[src/rtl/uart_rx_cfg.sv]
// Runtime-configurable UART receiver: 5-8 data bits, optional parity, 1-2 stop bits, break detect.
// Define UART_RX_MAJORITY_VOTE_EN to take each bit sample as a 2-of-3 vote ending on the tick cycle.
module uart_rx_cfg #(
  parameter int DivWidth   = 16,
  parameter int SyncStages = 2
) (
  input  logic                clk_i,
  input  logic                arst_i,
  input  logic                rx_i,
  input  logic [DivWidth-1:0] baud_div_i,
  input  logic [1:0]          data_bits_i,
  input  logic                parity_en_i,
  input  logic                parity_type_i,
  input  logic                stop_bits_i,
  output logic [7:0]          data_o,
  output logic                data_valid_o,
  output logic                parity_error_o,
  output logic                frame_error_o,
  output logic                break_o,
  output logic                busy_o
);
  localparam int Sync = (SyncStages < 2) ? 2 : SyncStages;

  typedef enum logic [2:0] {IDLE, START, DATA, PARITY, STOP1, STOP2, WAIT_HIGH} state_e;

  state_e              state_q, state_d;
  logic [Sync-1:0]     sync_q;
  logic                rx_s, rx_prev_q, sample, tick;
  logic [DivWidth-1:0] cnt_q, cnt_d, div_q, div_d, div_clamped;
  logic [2:0]          idx_q, idx_d, last_q, last_d;
  logic                par_en_q, par_en_d, par_odd_q, par_odd_d, stop2_q, stop2_d;
  logic [7:0]          data_q, data_d;
  logic                par_acc_q, par_acc_d, perr_q, perr_d, zero_q, zero_d;
  logic                dv_q, dv_d, pe_q, pe_d, fe_q, fe_d, brk_q, brk_d;

  assign rx_s        = sync_q[Sync-1];
  assign div_clamped = (baud_div_i < DivWidth'(4)) ? DivWidth'(4) : baud_div_i;

`ifdef UART_RX_MAJORITY_VOTE_EN
  logic [1:0] hist_q;
  always_ff @(posedge clk_i or posedge arst_i) begin
    if (arst_i) hist_q <= 2'b11;
    else        hist_q <= {hist_q[0], rx_s};
  end
  assign sample = (rx_s & hist_q[0]) | (rx_s & hist_q[1]) | (hist_q[0] & hist_q[1]);
`else
  assign sample = rx_s;
`endif

  // START samples at mid-bit; every later bit is a full period on from there.
  assign tick = (state_q == START) ? (cnt_q == (div_q >> 1) - DivWidth'(1))
                                   : (cnt_q == div_q - DivWidth'(1));

  always_comb begin
    state_d   = state_q;
    cnt_d     = cnt_q + DivWidth'(1);
    div_d     = div_q;
    idx_d     = idx_q;
    last_d    = last_q;
    par_en_d  = par_en_q;
    par_odd_d = par_odd_q;
    stop2_d   = stop2_q;
    data_d    = data_q;
    par_acc_d = par_acc_q;
    perr_d    = perr_q;
    zero_d    = zero_q;
    dv_d      = 1'b0;
    pe_d      = 1'b0;
    fe_d      = 1'b0;
    brk_d     = 1'b0;
    case (state_q)
      IDLE: begin
        cnt_d = '0;
        if (rx_prev_q && !rx_s) begin
          state_d   = START;
          div_d     = div_clamped;
          last_d    = {1'b1, data_bits_i};
          par_en_d  = parity_en_i;
          par_odd_d = parity_type_i;
          stop2_d   = stop_bits_i;
          idx_d     = '0;
          par_acc_d = 1'b0;
          perr_d    = 1'b0;
          zero_d    = 1'b1;
          for (int i = 0; i < 8; i++)
            if (i > int'(last_d)) data_d[i] = 1'b0;
        end
      end
      START: if (tick) begin
        cnt_d   = '0;
        state_d = sample ? IDLE : DATA;
      end
      DATA: if (tick) begin
        cnt_d         = '0;
        data_d[idx_q] = sample;
        par_acc_d     = par_acc_q ^ sample;
        if (sample) zero_d = 1'b0;
        if (idx_q == last_q) state_d = par_en_q ? PARITY : STOP1;
        else                 idx_d   = idx_q + 3'd1;
      end
      PARITY: if (tick) begin
        cnt_d   = '0;
        perr_d  = sample ^ par_acc_q ^ par_odd_q;
        if (sample) zero_d = 1'b0;
        state_d = STOP1;
      end
      STOP1: if (tick) begin
        cnt_d = '0;
        if (stop2_q && sample) begin
          state_d = STOP2;
        end else if (!sample && zero_q) begin
          brk_d   = 1'b1;
          fe_d    = 1'b1;
          state_d = WAIT_HIGH;
        end else begin
          dv_d    = 1'b1;
          pe_d    = perr_q & par_en_q;
          fe_d    = !sample;
          state_d = sample ? IDLE : WAIT_HIGH;
        end
      end
      STOP2: if (tick) begin
        cnt_d   = '0;
        dv_d    = 1'b1;
        pe_d    = perr_q & par_en_q;
        fe_d    = !sample;
        state_d = sample ? IDLE : WAIT_HIGH;
      end
      WAIT_HIGH: begin
        cnt_d = '0;
        if (rx_s) state_d = IDLE;
      end
      default: state_d = IDLE;
    endcase
  end

  always_ff @(posedge clk_i or posedge arst_i) begin
    if (arst_i) begin
      state_q   <= IDLE;
      sync_q    <= '1;
      rx_prev_q <= 1'b1;
      cnt_q     <= '0;
      div_q     <= DivWidth'(4);
      idx_q     <= '0;
      last_q    <= 3'd7;
      par_en_q  <= 1'b0;
      par_odd_q <= 1'b0;
      stop2_q   <= 1'b0;
      data_q    <= '0;
      par_acc_q <= 1'b0;
      perr_q    <= 1'b0;
      zero_q    <= 1'b0;
      dv_q      <= 1'b0;
      pe_q      <= 1'b0;
      fe_q      <= 1'b0;
      brk_q     <= 1'b0;
    end else begin
      state_q   <= state_d;
      sync_q    <= {sync_q[Sync-2:0], rx_i};
      rx_prev_q <= rx_s;
      cnt_q     <= cnt_d;
      div_q     <= div_d;
      idx_q     <= idx_d;
      last_q    <= last_d;
      par_en_q  <= par_en_d;
      par_odd_q <= par_odd_d;
      stop2_q   <= stop2_d;
      data_q    <= data_d;
      par_acc_q <= par_acc_d;
      perr_q    <= perr_d;
      zero_q    <= zero_d;
      dv_q      <= dv_d;
      pe_q      <= pe_d;
      fe_q      <= fe_d;
      brk_q     <= brk_d;
    end
  end

  assign data_o         = data_q;
  assign data_valid_o   = dv_q;
  assign parity_error_o = pe_q;
  assign frame_error_o  = fe_q;
  assign break_o        = brk_q;
  assign busy_o         = (state_q != IDLE);
endmodule

[config.mk]
export PLATFORM = sky130hd
export DESIGN_NAME = uart_rx_cfg
export DESIGN_NICKNAME = d
export VERILOG_FILES = /design/src/rtl/uart_rx_cfg.sv
export SDC_FILE = /design/constraint.sdc
export NUM_CORES = 1
export LEC_CHECK = 0
export BUFFER_PORTS_ARGS = -buffer_cell sky130_fd_sc_hd__buf_4
export CORE_UTILIZATION = 40
export CTS_BUF_LIST = sky130_fd_sc_hd__clkbuf_4 sky130_fd_sc_hd__clkbuf_8
export DETAILED_ROUTE_END_ITERATION = 16
export SLEW_MARGIN = 20
export SYNTH_ARGS = -nofsm -noshare
export SYNTH_HDL_FRONTEND = slang
export SYNTH_SLANG_ARGS = --single-unit
export TNS_END_PERCENT = 30
[constraint.sdc]
create_clock -name clk_i -period 3.39 [get_ports clk_i]
set_clock_uncertainty 0.15 [all_clocks]
set_input_delay 0.5085 -clock clk_i [delete_from_list [all_inputs] [get_ports clk_i]]
set_output_delay 0.5085 -clock clk_i [all_outputs]
set_load 0.01 [all_outputs]
After elaboration in Yosys (flattened, before gate mapping):

Index checks and enable logic that the tools add are counted.

* register bits: 61
* input port bits: 24
* logic and storage cells: 139

* add/subtract/negate cells: 4
* order comparisons: 6
* equality and inequality tests: 23
* mux-type cells: 59
* bitwise operators: 3
* reduce and logical (&&, ||, !) cells: 23

Operators with widths (number)
* 2-to-1 mux 3 bit: 16
* equality test 16 bit: 2
* 2-to-1 mux 16 bit: 2
* case mux 16 bit (2 select lines): 1
* 2-to-1 mux 1 bit: 27
* inequality test 2 bit (second input constant): 12
* case mux 3 bit (7 select lines): 1
* AND reduction 4 bit: 5
* adder 16 x 1 -> 16 bit (second input constant): 1
* < comparator 16 x 3 -> 1 bit (second input constant): 1
* subtractor 15 x 1 -> 16 bit (second input constant): 1
* subtractor 16 x 1 -> 16 bit (second input constant): 1
* case mux 1 bit (2 select lines): 6
* case mux 3 bit (2 select lines): 2
* equality test 3 bit (second input constant): 3
* greater-than comparator 3 bit (first input constant): 3
* bitwise mux 8 bit: 1
* 2-to-1 mux 8 bit: 1
* AND reduction 8 bit: 1
* equality test 3 x 2 -> 1 bit (second input constant): 2
* AND reduction 3 bit: 2
* nonzero test 2 bit: 3
* OR reduction 5 bit: 1
* logical AND 1 bit: 4
* 15 further kinds: 19

Longest topological paths before layout:

Gate-level depths: netlist (run 1).

* depth in word-level cells: 7
* gate-level depth with buffers: 14
* depth with buffers taken out: 11

Worst setup path after synthesis (run 1):

No wires, ideal clock.

* path kind: reg-to-reg
* from: register state_q[0]
* to: register cnt_q[10]
* library setup time: 142 ps
* arrival time: 3431 ps
* slack: -333 ps
* stages on the path, launching flop included: 15
* path buffers: 3
* clock period less this slack: 3723 ps
* path through: dfrtp_1 > buf_2 > nor3b_2 > buf_2 > mux2i_1 > ha_1 > inv_1 > a211oi_2 > nor4bb_1 > a221oi_1 > a211oi_2 > o2111ai_2 > a211oi_4 > buf_6 > nor3_2

* word-level cells in the longest chain between the ends: 4
* elaborated cells on any way between the ends: 12
* classes of those cells: eq/ne: 6; mux: 3; reduce/logical: 3

RTL lines
* start: declaration: RTL line 26 `state_e state_q, state_d;`
* start signal: assignment: RTL line 158 `state_q <= state_d;`
* equality test 3 x 1 -> 1 bit: RTL line 51, 71
* 2-to-1 mux 1 bit: RTL line 51 `assign tick = (state_q == START) ? (cnt_q == (div_q >> 1) - DivWidth'(1))`
* 2-to-1 mux 16 bit
* case mux 16 bit (2 select lines) (*): RTL line 71 `case (state_q)`
* via cnt_d[10]: RTL line 29 `logic [DivWidth-1:0] cnt_q, cnt_d, div_q, div_d, div_clamped;`
* end signal: assignment: RTL line 161 `cnt_q <= cnt_d;`
* end: declaration: RTL line 29

Mark *: on every way through the listed nets, which the timed path passes. The rest lies on a longest branch.
A chain may end at the register's enable or synchronous reset.

Final worst setup path (run 1):

* from: register state_q[2]
* to: register idx_q[2]

* word-level cells in the longest chain between the ends: 4
* elaborated cells on any way between the ends: 10
* classes of those cells: eq/ne: 5; mux: 2; reduce/logical: 3

RTL lines
* equality test 3 x 1 -> 1 bit: RTL line 51
* 2-to-1 mux 1 bit: RTL line 51
* inequality test 2 bit (no line)
* AND reduction 4 bit (no line)
* end signal: assignment: RTL line 163 `idx_q <= idx_d;`
* end: declaration: RTL line 30 `logic [2:0] idx_q, idx_d, last_q, last_d;`

Parallel ways exist; a longest one is shown, timed or not.

==> impl_metrics.csv, run 1 <==
group,metric,value,unit
cts,cts_buffers,9,
final_layout,seqCellArea,1530,sq um
synth,syn_inst,458,
placement,dpl.hpwl,7860,um
setup_path,crit_type,"reg2reg",
final_layout,syn_to_final_growth,26.5,%
sta,finalSetupViolations,0,
placement,dpl_worst_slack,-134,ps
final_layout,nets,550,
sta,hold_viol,0,
placement,io_buffers,36,
synth,synth.distinct_cells,75,
routing,final_antenna_net_count,0,
synth,synth-xor-area-share,7.93,%
setup_path,path_depth,13,
power_and_ir_drop,p_total,4.33,mW
cts,cts-htree-levels,3,
power_and_ir_drop,leakagePower,2.23,nW
sta,period_minus_slack,3350,ps
power_and_ir_drop,power_frac_clock,15.3,%
synth,synthFlopType,"dfrtp_1",
setup_path,cp-end-kind,"flop",
routing,first_pass_iters,4,
grt,grt_pass1_vias,3538,
final_layout,multi_input_area,2580,sq um
setup_path,crit_buf_inv,3,
min_path,holdPathStages,1,
floorplanning,dieArea,10600,sq um
synth,synth-simple-area-share,29.2,%
cts,insertion_delay,350,ps
routing,avgViaCountPerCell,5.51,
flow_run,drv_cap,0,
power_and_ir_drop,ir_drop,477,uV
floorplanning,start_util,41.6,%
final_layout,drive_gt1_share,30.1,%
synth,synth_fa_ha_area_share,0.918,%
synth,synthesis.nets,485,
power_and_ir_drop,switching_power,1.94,mW
cts,cts_tree,"built",
setup_path,crit_fanout,6,
cts,cts_root_buf,"clkbuf_8",
synth,syn_area,4090,sq um
synth,avgSynthCellArea,8.93,sq um
synth,async_reset_ff_share,100,%
grt,antenna_found_initial,0,
setup_path,crit_path_top_delay_cell,"or3b_4",
setup_path,crit_required,3510,ps
routing,drc_errors,0,
setup_path,cpPeakStageDelay,410,ps
cts,hold_buffers,0,
setup_path,cp.arrival,3470,ps
sta,setup_ws,38.7,ps
placement,gp_congestion,0.890,
floorplanning,core-area,9820,sq um
power_and_ir_drop,power_frac_comb,58.5,%
synth,ys_ff_latch,61,
synth,synth_warnings,0,
grt,grt_usage,21.8,%
routing,vias,3644,
floorplanning,ios,37,
floorplanning,fp.dieH,103,um
synth,synth-compound-area-share,14.8,%
synth,synth_edf_count,0,
power_and_ir_drop,power.internal,2.38,mW
final_layout,fillers,915,
floorplanning,num_rows,36,
power_and_ir_drop,power-per-cell-area,836,nW/um^2
cts,clk_pin_slew,70,ps
grt,gr-total-overflow,0,
floorplanning,die_x,103,um
sta,max_slew_margin,43.6,%
synth,synth_top_family_by_area,"simple AND/OR/NAND/NOR gates",
grt,grt_max_degree,49,
setup_path,rr_worst_depth,13,
sta,max_slew.worst_pin.slew,845,ps
sta,post-route-period-util,98.9,%
sta,setup-tns-final,0,ps
setup_path,cp_top_family,"simple AND/OR/NAND/NOR gates",
sta,whs,118,ps
sta,report.final.slew_viol_count,0,
outcome,status,"complete, no violations",
synth,synth_seq_area_share,37.5,%
synth,muxShareOfSynthArea,5.30,%
cts,clock_path_buffers,2,
routing,wirelength,10800,um
min_path,min_path_type,"in2reg",
setup_path,crit_chain,"or3b_4 -> mux2i_4 -> ha_2 -> inv_2 -> a211oi_4 -> nor4bb_4 -> a221oi_2 -> a211oi_2 -> buf_4 -> o2111ai_2 -> buf_6 -> or3_1 -> a21oi_1",
setup_path,critPathLaunchType,"flop",
sta,rsz0062_at_grt,"true",
power_and_ir_drop,power_frac_seq,26.2,%
final_layout,diodes,0,
cts,cts_sinks,61,
routing,drt_iter0_markers,239,
routing,wl_per_cell,16.4,um
grt,grt_pass1_wl,17700,um
power_and_ir_drop,swShare,44.9,%
sta,fmax,298,MHz
timing repair:
action / in CTS / in global routing
pin swaps: 1 / 14
gates cloned: 0 / 0
hold endpoints to repair: 0 / 0
endpoints found under the setup margin: 17 / 37
buffers inserted: 1 / 1
resized for setup: 4 / 29
path summary, 6_finish.rpt:
| path | startpoint | end | slack [ps] |
|---|---|---|---|
| setup / recovery | state_q[2]$_DFFE_PP0P_ | idx_q[2]$_DFFE_PP0P_ | 40 |
| hold reg to reg | sync_q[0]$_DFF_PP1_ | sync_q[1]$_DFF_PP1_ | 210 |
| hold / removal | rx_i | sync_q[0]$_DFF_PP1_ | 120 |
| min in group asynchronous | arst_i | div_q[11]$_DFFE_PP0P_ | 140 |
| setup reg to reg | state_q[2]$_DFFE_PP0P_ | idx_q[2]$_DFFE_PP0P_ | 40 |
| max in group asynchronous | arst_i | sync_q[0]$_DFF_PP1_ | 2240 |
stage by stage:
step	std cells	util, %	instance area, sq um
CTS	660	51.0	5010
global route	661	52.7	5170
finish	661	52.7	5170
global placement	643	48.7	4790
detailed placement	643	48.7	4790
floorplan	458	-	4130
worst reg2reg max path, cell delays in order, from the launching register on:
cell	delay (ps)
dfrtp_1	390
or3b_4	410
mux2i_4	190
ha_2	220
inv_2	50
a211oi_4	200
nor4bb_4	300
a221oi_2	130
a211oi_2	220
buf_4	170
o2111ai_2	180
buf_6	180
or3_1	330
a21oi_1	140
cell usage in the layout (no fill, tap or decap), types with 4 or more instances in the layout:
cell	netlist	final
or2_2	5	5
or3_1	5	5
nand4_1	10	10
mux2i_1	16	14
o21ai_0	16	12
nor2_1	22	21
and3_1	7	7
nor3b_1	4	4
xor2_1	17	16
clkbuf_8	0	9
dfrtp_1	55	55
xnor2_1	20	19
nor3_1	15	14
nand2_1	83	83
nor3_2	10	11
inv_1	10	8
nand3_1	17	17
dfstp_2	6	6
o21ai_1	2	5
nand2b_1	5	5
a21oi_1	18	18
buf_4	1	77
area by class of cell:
| cell class | instances | area share (%) |
|---|---|---|
| clock buffer | 9 | 2.40 |
| clock inverter | 7 | 1.43 |
| inverter | 11 | 0.823 |
| multi-input combinational | 358 | 49.9 |
| sequential | 61 | 29.7 |
| tap | 133 | 3.22 |
| timing repair buffer | 82 | 12.6 |
state kept, by name, summed over array words and instances (netlist names):
name	flops
cnt_q	16
frame_error_o	1
data_valid_o	1
parity_error_o	1
data_o	8
idx_q	3
state_q	3
perr_q	1
rx_prev_q	1
sync_q	2
break_o	1
div_q	16
par_acc_q	1
par_en_q	1
stop2_q	1
zero_q	1
par_odd_q	1
last_q	2
metal layers:
metal,track usage (%),share of wire [%],wire length (um),up-vias
met5,0,0,0,-
met4,8.67,1.8,195,0
met3,2.78,4.8,515,15
met2,33.1,45,4840,96
met1,31.6,49,5290,1751
li1,-,-,-,1782
cells in the mapped netlist (4+ instances only):
library cell	number	area, sq um
nor3_1	15	75.1
o21ai_0	16	80.1
or2_2	5	31.3
a21oi_1	18	90.1
nand2_1	83	312
dfstp_2	6	158
or3_1	5	31.3
nor4_1	4	25.0
and3_1	7	43.8
nor4bb_1	4	40.0
nor3b_1	4	30.0
dfrtp_1	55	1380
a31oi_1	4	25.0
nor2_1	22	82.6
xor2_1	17	149
mux2_1	5	56.3
mux2i_1	16	160
nor3_2	10	100
nand3_1	17	85.1
xnor2_1	20	175
inv_1	10	37.5
clkbuf_1	20	75.1
a211oi_1	4	30.0
nand4_1	10	62.6
nand2b_1	5	31.3
power groups by stage:
stage / clock (mW) / combinational, mW / sequential (mW)
finish: 0.661 / 2.53 / 1.13
global route: 0.705 / 2.75 / 1.16
CTS: 0.677 / 2.34 / 1.12
detailed placement: 0 / 2.29 / 1.13
floorplan: 0 / 1.60 / 1.06
global placement: 0 / 2.27 / 1.13
kinds of logic after synthesis:
family,Yosys count
AND/OR/NAND/NOR,216
multiplexers,21
flip-flops,61
adder cells (fa/ha/maj),3
AO/OA/AOI/OAI,81
buffers and inverters,39
XOR/XNOR,37
Power figures use the tool's default switching activity.
==> run 2: changes to the inputs <==
--- a/config.mk
+++ b/config.mk
@@ -6,9 +6,11 @@
 export NUM_CORES = 1
 export LEC_CHECK = 0
 export BUFFER_PORTS_ARGS = -buffer_cell sky130_fd_sc_hd__buf_4
+export CAP_MARGIN = 5
 export CORE_UTILIZATION = 40
 export CTS_BUF_LIST = sky130_fd_sc_hd__clkbuf_4 sky130_fd_sc_hd__clkbuf_8
 export DETAILED_ROUTE_END_ITERATION = 16
+export PLACE_DENSITY = 0.7
 export SLEW_MARGIN = 20
 export SYNTH_ARGS = -nofsm -noshare
 export SYNTH_HDL_FRONTEND = slang
==> run 2 against run 1 <==
Sequential power about the same. Final cell count decreased by 1.1%. Combinational power decreased by 4%. Highest routed layer unchanged. First-iteration DRC count increased by 25%. Sequential share of layout area increased by 0.63 points. Largest cell class unchanged. Global-route usage decreased by 0.12 points. Via count increased by 0.36%. Total power decreased by 1.8%. Core utilization decreased by 1.1 points. Critical endpoint unchanged. Flip-flop and latch count unchanged.
==> impl_metrics.csv, run 2 (synthesis gave the netlist of run 1 again) <==
group,metric,value,unit
outcome,status,"complete, no violations",
min_path,min_path_type,"in2reg",
setup_path,cp.arrival,3510,ps
final_layout,diodes,0,
cts,insertion_delay,350,ps
setup_path,worstReg2RegStart,"state_q[1]$_DFFE_PP0P_",
placement,placed_cells,636,
sta,report.final.slew_viol_count,0,
cts,cts_tree,"built",
setup_path,path_depth,11,
placement,dpl_worst_slack,-48.7,ps
final_layout,seqCellArea,1530,sq um
grt,grtUsageMet1,31.5,%
sta,hold_viol,0,
final_layout,syn_to_final_growth,23.9,%
routing,avgViaCountPerCell,5.59,
final_layout,layout.cells.non_filler,654,
routing,wl_per_cell,16.5,um
sta,whs,106,ps
final_layout,final_cell_mix,"83 x nand2_1, 71 x buf_4, 55 x dfrtp_1",
sta,max_slew_margin,60.3,%
placement,io_buffers,36,
floorplanning,start_util,41.6,%
setup_path,critPathCapture,"idx_q[2]$_DFFE_PP0P_",
routing,drt_iter0_markers,298,
setup_path,crit_path_top_delay_cell,"nor4b_1",
sta,finalSetupViolations,0,
power_and_ir_drop,leakagePower,2.19,nW
sta,fmax,296,MHz
setup_path,cp-end-kind,"flop",
final_layout,multi_input_area,2530,sq um
power_and_ir_drop,power-per-cell-area,839,nW/um^2
cts,clock_path_buffers,2,
cts,cts_root_buf,"clkbuf_8",
routing,first_pass_iters,4,
sta,setup_ws,13.3,ps
placement,place_area,4720,sq um
floorplanning,ios,37,
setup_path,crit_fanout,6,
routing,drc_errors,0,
grt,gr-total-overflow,0,
floorplanning,core-area,9820,sq um
final_layout,nets,543,
final_layout,stdcell_area,5060,sq um
setup_path,rr_worst_depth,11,
sta,max_slew.worst_pin.slew,588,ps
routing,wirelength,10800,um
grt,grt_pass1_vias,3531,
setup_path,critPathLaunch,"state_q[1]$_DFFE_PP0P_",
final_layout,drive_gt1_share,28.2,%
routing,final_antenna_net_count,0,
grt,grtUsageMet2,32.4,%
power_and_ir_drop,ir_drop,446,uV
grt,grt_pass1_wl,17800,um
floorplanning,num_rows,36,
sta,period_minus_slack,3380,ps
setup_path,critPathLaunchType,"flop",
placement,gp_congestion,0.952,
cts,cts-htree-levels,3,
sta,rsz0062_at_grt,"true",
cts,cts_sinks,61,
placement,dpl.hpwl,7900,um
floorplanning,fp.dieH,103,um
setup_path,crit_required,3520,ps
final_layout,fillers,923,
sta,post-route-period-util,99.6,%
grt,antenna_found_initial,0,
grt,grt_usage,21.7,%
setup_path,crit_buf_inv,1,
grt,top_usage_layer,"met2",
floorplanning,die_x,103,um
floorplanning,dieArea,10600,sq um
cts,clk_pin_slew,80,ps
routing,vias,3657,
cts,cts_buffers,9,
setup_path,crit_chain,"or3b_4 -> mux2i_2 -> ha_2 -> nor4b_4 -> o211ai_1 -> nor4b_1 -> o211a_4 -> o2111ai_4 -> buf_6 -> or3_1 -> a21oi_1",
setup_path,crit_type,"reg2reg",
final_layout,layout_commonest_cell,"nand2_1",
grt,grt_max_degree,25,
setup_path,cpPeakStageDelay,430,ps
flow_run,drv_cap,0,
setup_path,reg2reg_slack,10,ps
grt,met3_usage,4.20,%
setup_path,r2r-end,"idx_q[2]$_DFFE_PP0P_",
setup_path,cp_top_family,"simple AND/OR/NAND/NOR gates",
## run 2: cell count changes in the layout (fill, tap and decap cells not counted), sizes merged
| cell | before | now |
|---|---|---|
| buf | 82 | 74 |
| clkinv | 5 | 4 |
| dlygate4sd3 | 0 | 1 |
| inv | 11 | 12 |
## run 2: repair_timing
action                     in CTS  in global routing
setup endpoints to repair      12                 37
hold buffers                    1                  0
buffers inserted                1                  0
pin swaps                       2                  8
gates resized for setup         5                 20
hold endpoints to repair       15                  0
## run 2: final cells by class
cell class | instances | area share (%)
tap | 133 | 3.29
sequential | 61 | 30.3
multi-input combinational | 358 | 50.0
inverter | 11 | 0.815
clock inverter | 7 | 1.61
timing repair buffer | 75 | 11.6
clock buffer | 9 | 2.45
## run 2: per-stage QoR
stage,TNS [ps],util [%],power (mW)
after floorplan,-3000,-,2.65
after global placement,0,48.1,3.30
after detailed placement,-177,48.1,3.37
after CTS,0,50.5,4.11
after global routing,-3150,51.6,4.52
final,0,51.6,4.25
## run 2: worst min-delay path by stage
stage,from,end,slack (ps),depth (start not counted)
after detailed placement,sync_q[0]$_DFF_PP1_,sync_q[1]$_DFF_PP1_,200,0
final,rx_i,sync_q[0]$_DFF_PP1_,110,1
after floorplan,sync_q[0]$_DFF_PP1_,sync_q[1]$_DFF_PP1_,200,0
after global placement,sync_q[0]$_DFF_PP1_,sync_q[1]$_DFF_PP1_,200,0
after CTS,rx_i,sync_q[0]$_DFF_PP1_,100,1
after global routing,rx_i,sync_q[0]$_DFF_PP1_,80,1
## run 2: power by group
group | leakage (nW) | internal, mW | switching, mW
registers | 0.790 | 0.907 | 0.231
logic | 1.29 | 1.05 | 1.38
clock network | 0.100 | 0.348 | 0.334
total | 2.19 | 2.30 | 1.94
## run 2: layer usage
| metal | vias to the layer above | routed length, um | part of all wire (%) |
|---|---|---|---|
| li1 | 1768 | - | - |
| met1 | 1785 | 5220 | 48 |
| met2 | 93 | 5000 | 46 |
| met3 | 11 | 454 | 4.2 |
| met4 | 0 | 132 | 1.2 |
| met5 | - | 0 | 0 |
## run 2: worst register-to-register path, stage by stage, from the launching register on
cell and delay, ps:
dfrtp_1 380, or3b_4 410, mux2i_2 210, ha_2 250
nor4b_4 190, o211ai_1 200, nor4b_1 430, o211a_4 270
o2111ai_4 140, buf_6 170, or3_1 360, a21oi_1 150
==> run 3: changes to the inputs <==
--- a/config.mk
+++ b/config.mk
@@ -10,7 +10,7 @@
 export CORE_UTILIZATION = 40
 export CTS_BUF_LIST = sky130_fd_sc_hd__clkbuf_4 sky130_fd_sc_hd__clkbuf_8
 export DETAILED_ROUTE_END_ITERATION = 16
-export PLACE_DENSITY = 0.7
+export PLACE_DENSITY = 0.67
 export SLEW_MARGIN = 20
 export SYNTH_ARGS = -nofsm -noshare
 export SYNTH_HDL_FRONTEND = slang
==> constraint.sdc (replaced) <==
create_clock -name clk_i -period 3.4 [get_ports clk_i]
set_clock_uncertainty 0.15 [all_clocks]
set_input_delay 0.51 -clock clk_i [delete_from_list [all_inputs] [get_ports clk_i]]
set_output_delay 0.51 -clock clk_i [all_outputs]
set_load 0.01 [all_outputs]
==> run 3 against run 2 <==
Sequential power hardly changed. Global-route usage rose by 0.52 points. Final area is 1.2% higher. First-iteration DRC count is 8.1% lower. Flip-flop and latch count unchanged. Clock-buffer cell count up 3. Critical path depth down 1. Largest cell class unchanged. Largest power group unchanged. Highest routed layer unchanged.
==> impl_metrics.csv, run 3 (synthesis gave the netlist of run 1 again) <==
group,metric,value,unit
outcome,status,"complete, no violations",
cts,hold_buffers,0,
setup_path,crit_top_cell,"buf_4",
setup_path,cpPeakStageDelay,500,ps
grt,grt_max_degree,51,
final_layout,syn_to_final_growth,25.3,%
final_layout,diodes,0,
flow_run,drv_cap,0,
final_layout,drive_gt1_share,29.7,%
cts,cts_sinks,61,
cts,insertion_delay,350,ps
sta,fmax,294,MHz
floorplanning,start_util,41.6,%
final_layout,final_cell_mix,"83 x nand2_1, 80 x buf_4, 55 x dfrtp_1",
setup_path,cp.arrival,3490,ps
grt,grt_pass1_wl,17900,um
floorplanning,dieArea,10600,sq um
placement,io_buffers,36,
sta,setup_ws,1.12,ps
sta,whs,117,ps
grt,gr-total-overflow,0,
sta,period_minus_slack,3400,ps
power_and_ir_drop,power_frac_seq,26.8,%
sta,max_slew.worst_pin.slew,884,ps
sta,post-route-period-util,100,%
setup_path,critPathLaunchType,"flop",
routing,wirelength,10800,um
cts,cts-htree-levels,3,
setup_path,crit_chain,"or3b_4 -> buf_4 -> a2111oi_4 -> xor2_1 -> a311o_1 -> a211oi_2 -> buf_4 -> o2111a_2 -> nand4_1 -> mux2_1",
power_and_ir_drop,ir_drop,438,uV
sta,hold_viol,0,
setup_path,crit_type,"reg2reg",
power_and_ir_drop,power_frac_clock,14.0,%
routing,avgViaCountPerCell,5.60,
grt,grt_usage,22.2,%
floorplanning,core-area,9820,sq um
power_and_ir_drop,power.internal,2.32,mW
setup_path,crit_fanout,7,
grt,antenna_found_initial,0,
floorplanning,ios,37,
sta,report.final.slew_viol_count,0,
power_and_ir_drop,swShare,44.9,%
final_layout,layout.cells.non_filler,661,
placement,gp_congestion,0.869,
final_layout,nets,550,
placement,placed_cells,639,
floorplanning,die_x,103,um
routing,drt_iter0_markers,274,
cts,cts_tree,"built",
sta,rsz0062_at_grt,"true",
power_and_ir_drop,power_frac_comb,59.2,%
min_path,min_path_type,"in2reg",
sta,max_slew_margin,41.1,%
routing,final_antenna_net_count,0,
floorplanning,num_rows,36,
grt,grt_pass1_vias,3553,
setup_path,cp-end-kind,"flop",
routing,drc_errors,0,
routing,vias,3701,
cts,cts_root_buf,"clkbuf_8",
setup_path,crit_path_top_delay_cell,"a2111oi_4",
placement,dpl.hpwl,7760,um
floorplanning,fp.dieH,103,um
setup_path,crit_buf_inv,2,
setup_path,crit_required,3490,ps
cts,cts_buffers,9,
placement,dpl_worst_slack,-125,ps
sta,setup-tns-final,0,ps
final_layout,layout_commonest_cell,"nand2_1",
power_and_ir_drop,power-per-cell-area,823,nW/um^2
routing,wl_per_cell,16.4,um
cts,clk_pin_slew,80,ps
sta,finalSetupViolations,0,
setup_path,cp_top_family,"compound AO/OA/AOI/OAI gates",
power_and_ir_drop,leakagePower,2.22,nW
power_and_ir_drop,switching_power,1.90,mW
cts,clock_path_buffers,2,
routing,first_pass_iters,4,
run 3: changes by cell type in the layout (fill, tap and decap cells not counted), sizes merged:
cell         previous run  this run
inv                    12         9
bufinv                  1         0
dlygate4sd3             1         0
clkinvlp                1         2
clkbuf                  9        12
buf                    74        82
run 3: per-layer routing:
layer  GRT usage [%]  wire length [um]  vias up
li1                -                 -     1785
met1            31.1              5090     1818
met2            34.4              5060       89
met3            4.47               576        9
met4            7.48               104        0
met5               0                 0        -
run 3: path summary, 6_finish.rpt:
kind                                        start                    end  slack, ps  cells past startpoint
min                                          rx_i    sync_q[0]$_DFF_PP1_        120                      1
max in group asynchronous                  arst_i  data_o[4]$_DFFE_PP0P_       2240                      3
max reg2reg                state_q[2]$_DFFE_PP0P_  data_o[0]$_DFFE_PP0P_          1                     10
min in group asynchronous                  arst_i  div_q[12]$_DFFE_PP0P_        160                      2
max                        state_q[2]$_DFFE_PP0P_  data_o[0]$_DFFE_PP0P_          1                     10
min reg2reg                   sync_q[0]$_DFF_PP1_    sync_q[1]$_DFF_PP1_        210                      0
run 3: layout make-up:
type / instances / area (sq um)
inverters: 11 / 42.5
clock buffers: 12 / 153
repair buffers: 82 / 632
fillers: 959 / 4700
well taps: 133 / 166
multi-input cells: 358 / 2570
clock inverters: 4 / 25.0
flip-flops and latches: 61 / 1530
run 3: per-stage QoR:
| step | total power [mW] | area, sq um | utilization, % |
|---|---|---|---|
| final | 4.22 | 5120 | 52.2 |
| after global placement | 3.32 | 4740 | 48.3 |
| after floorplan | 2.64 | 4130 | - |
| after global routing | 4.53 | 5120 | 52.2 |
| after detailed placement | 3.37 | 4740 | 48.3 |
| after CTS | 4.09 | 5000 | 50.9 |
run 3: power groups by stage:
stage,Clock (mW),Combinational [mW],Sequential [mW]
CTS,0.603,2.37,1.12
floorplan,0,1.59,1.05
global route,0.650,2.72,1.16
detailed placement,0,2.24,1.13
finish,0.590,2.50,1.13
global placement,0,2.20,1.12
run 3: worst register-to-register path, delay by kind of cell, from the launching register on:
family | cells | cell delay (ps)
AND/OR/NAND/NOR | 2 | 550
AO/OA/AOI/OAI | 4 | 1410
XOR/XNOR | 1 | 140
buffers and inverters | 2 | 330
flip-flops | 1 | 400
multiplexers | 1 | 320
run 3: repair_timing:
item | CTS | global route
setup buffers | 4 | 2
endpoints found under the hold margin | 0 | 0
setup endpoints to repair | 17 | 35
resized for setup | 12 | 16
pin swaps | 6 | 7
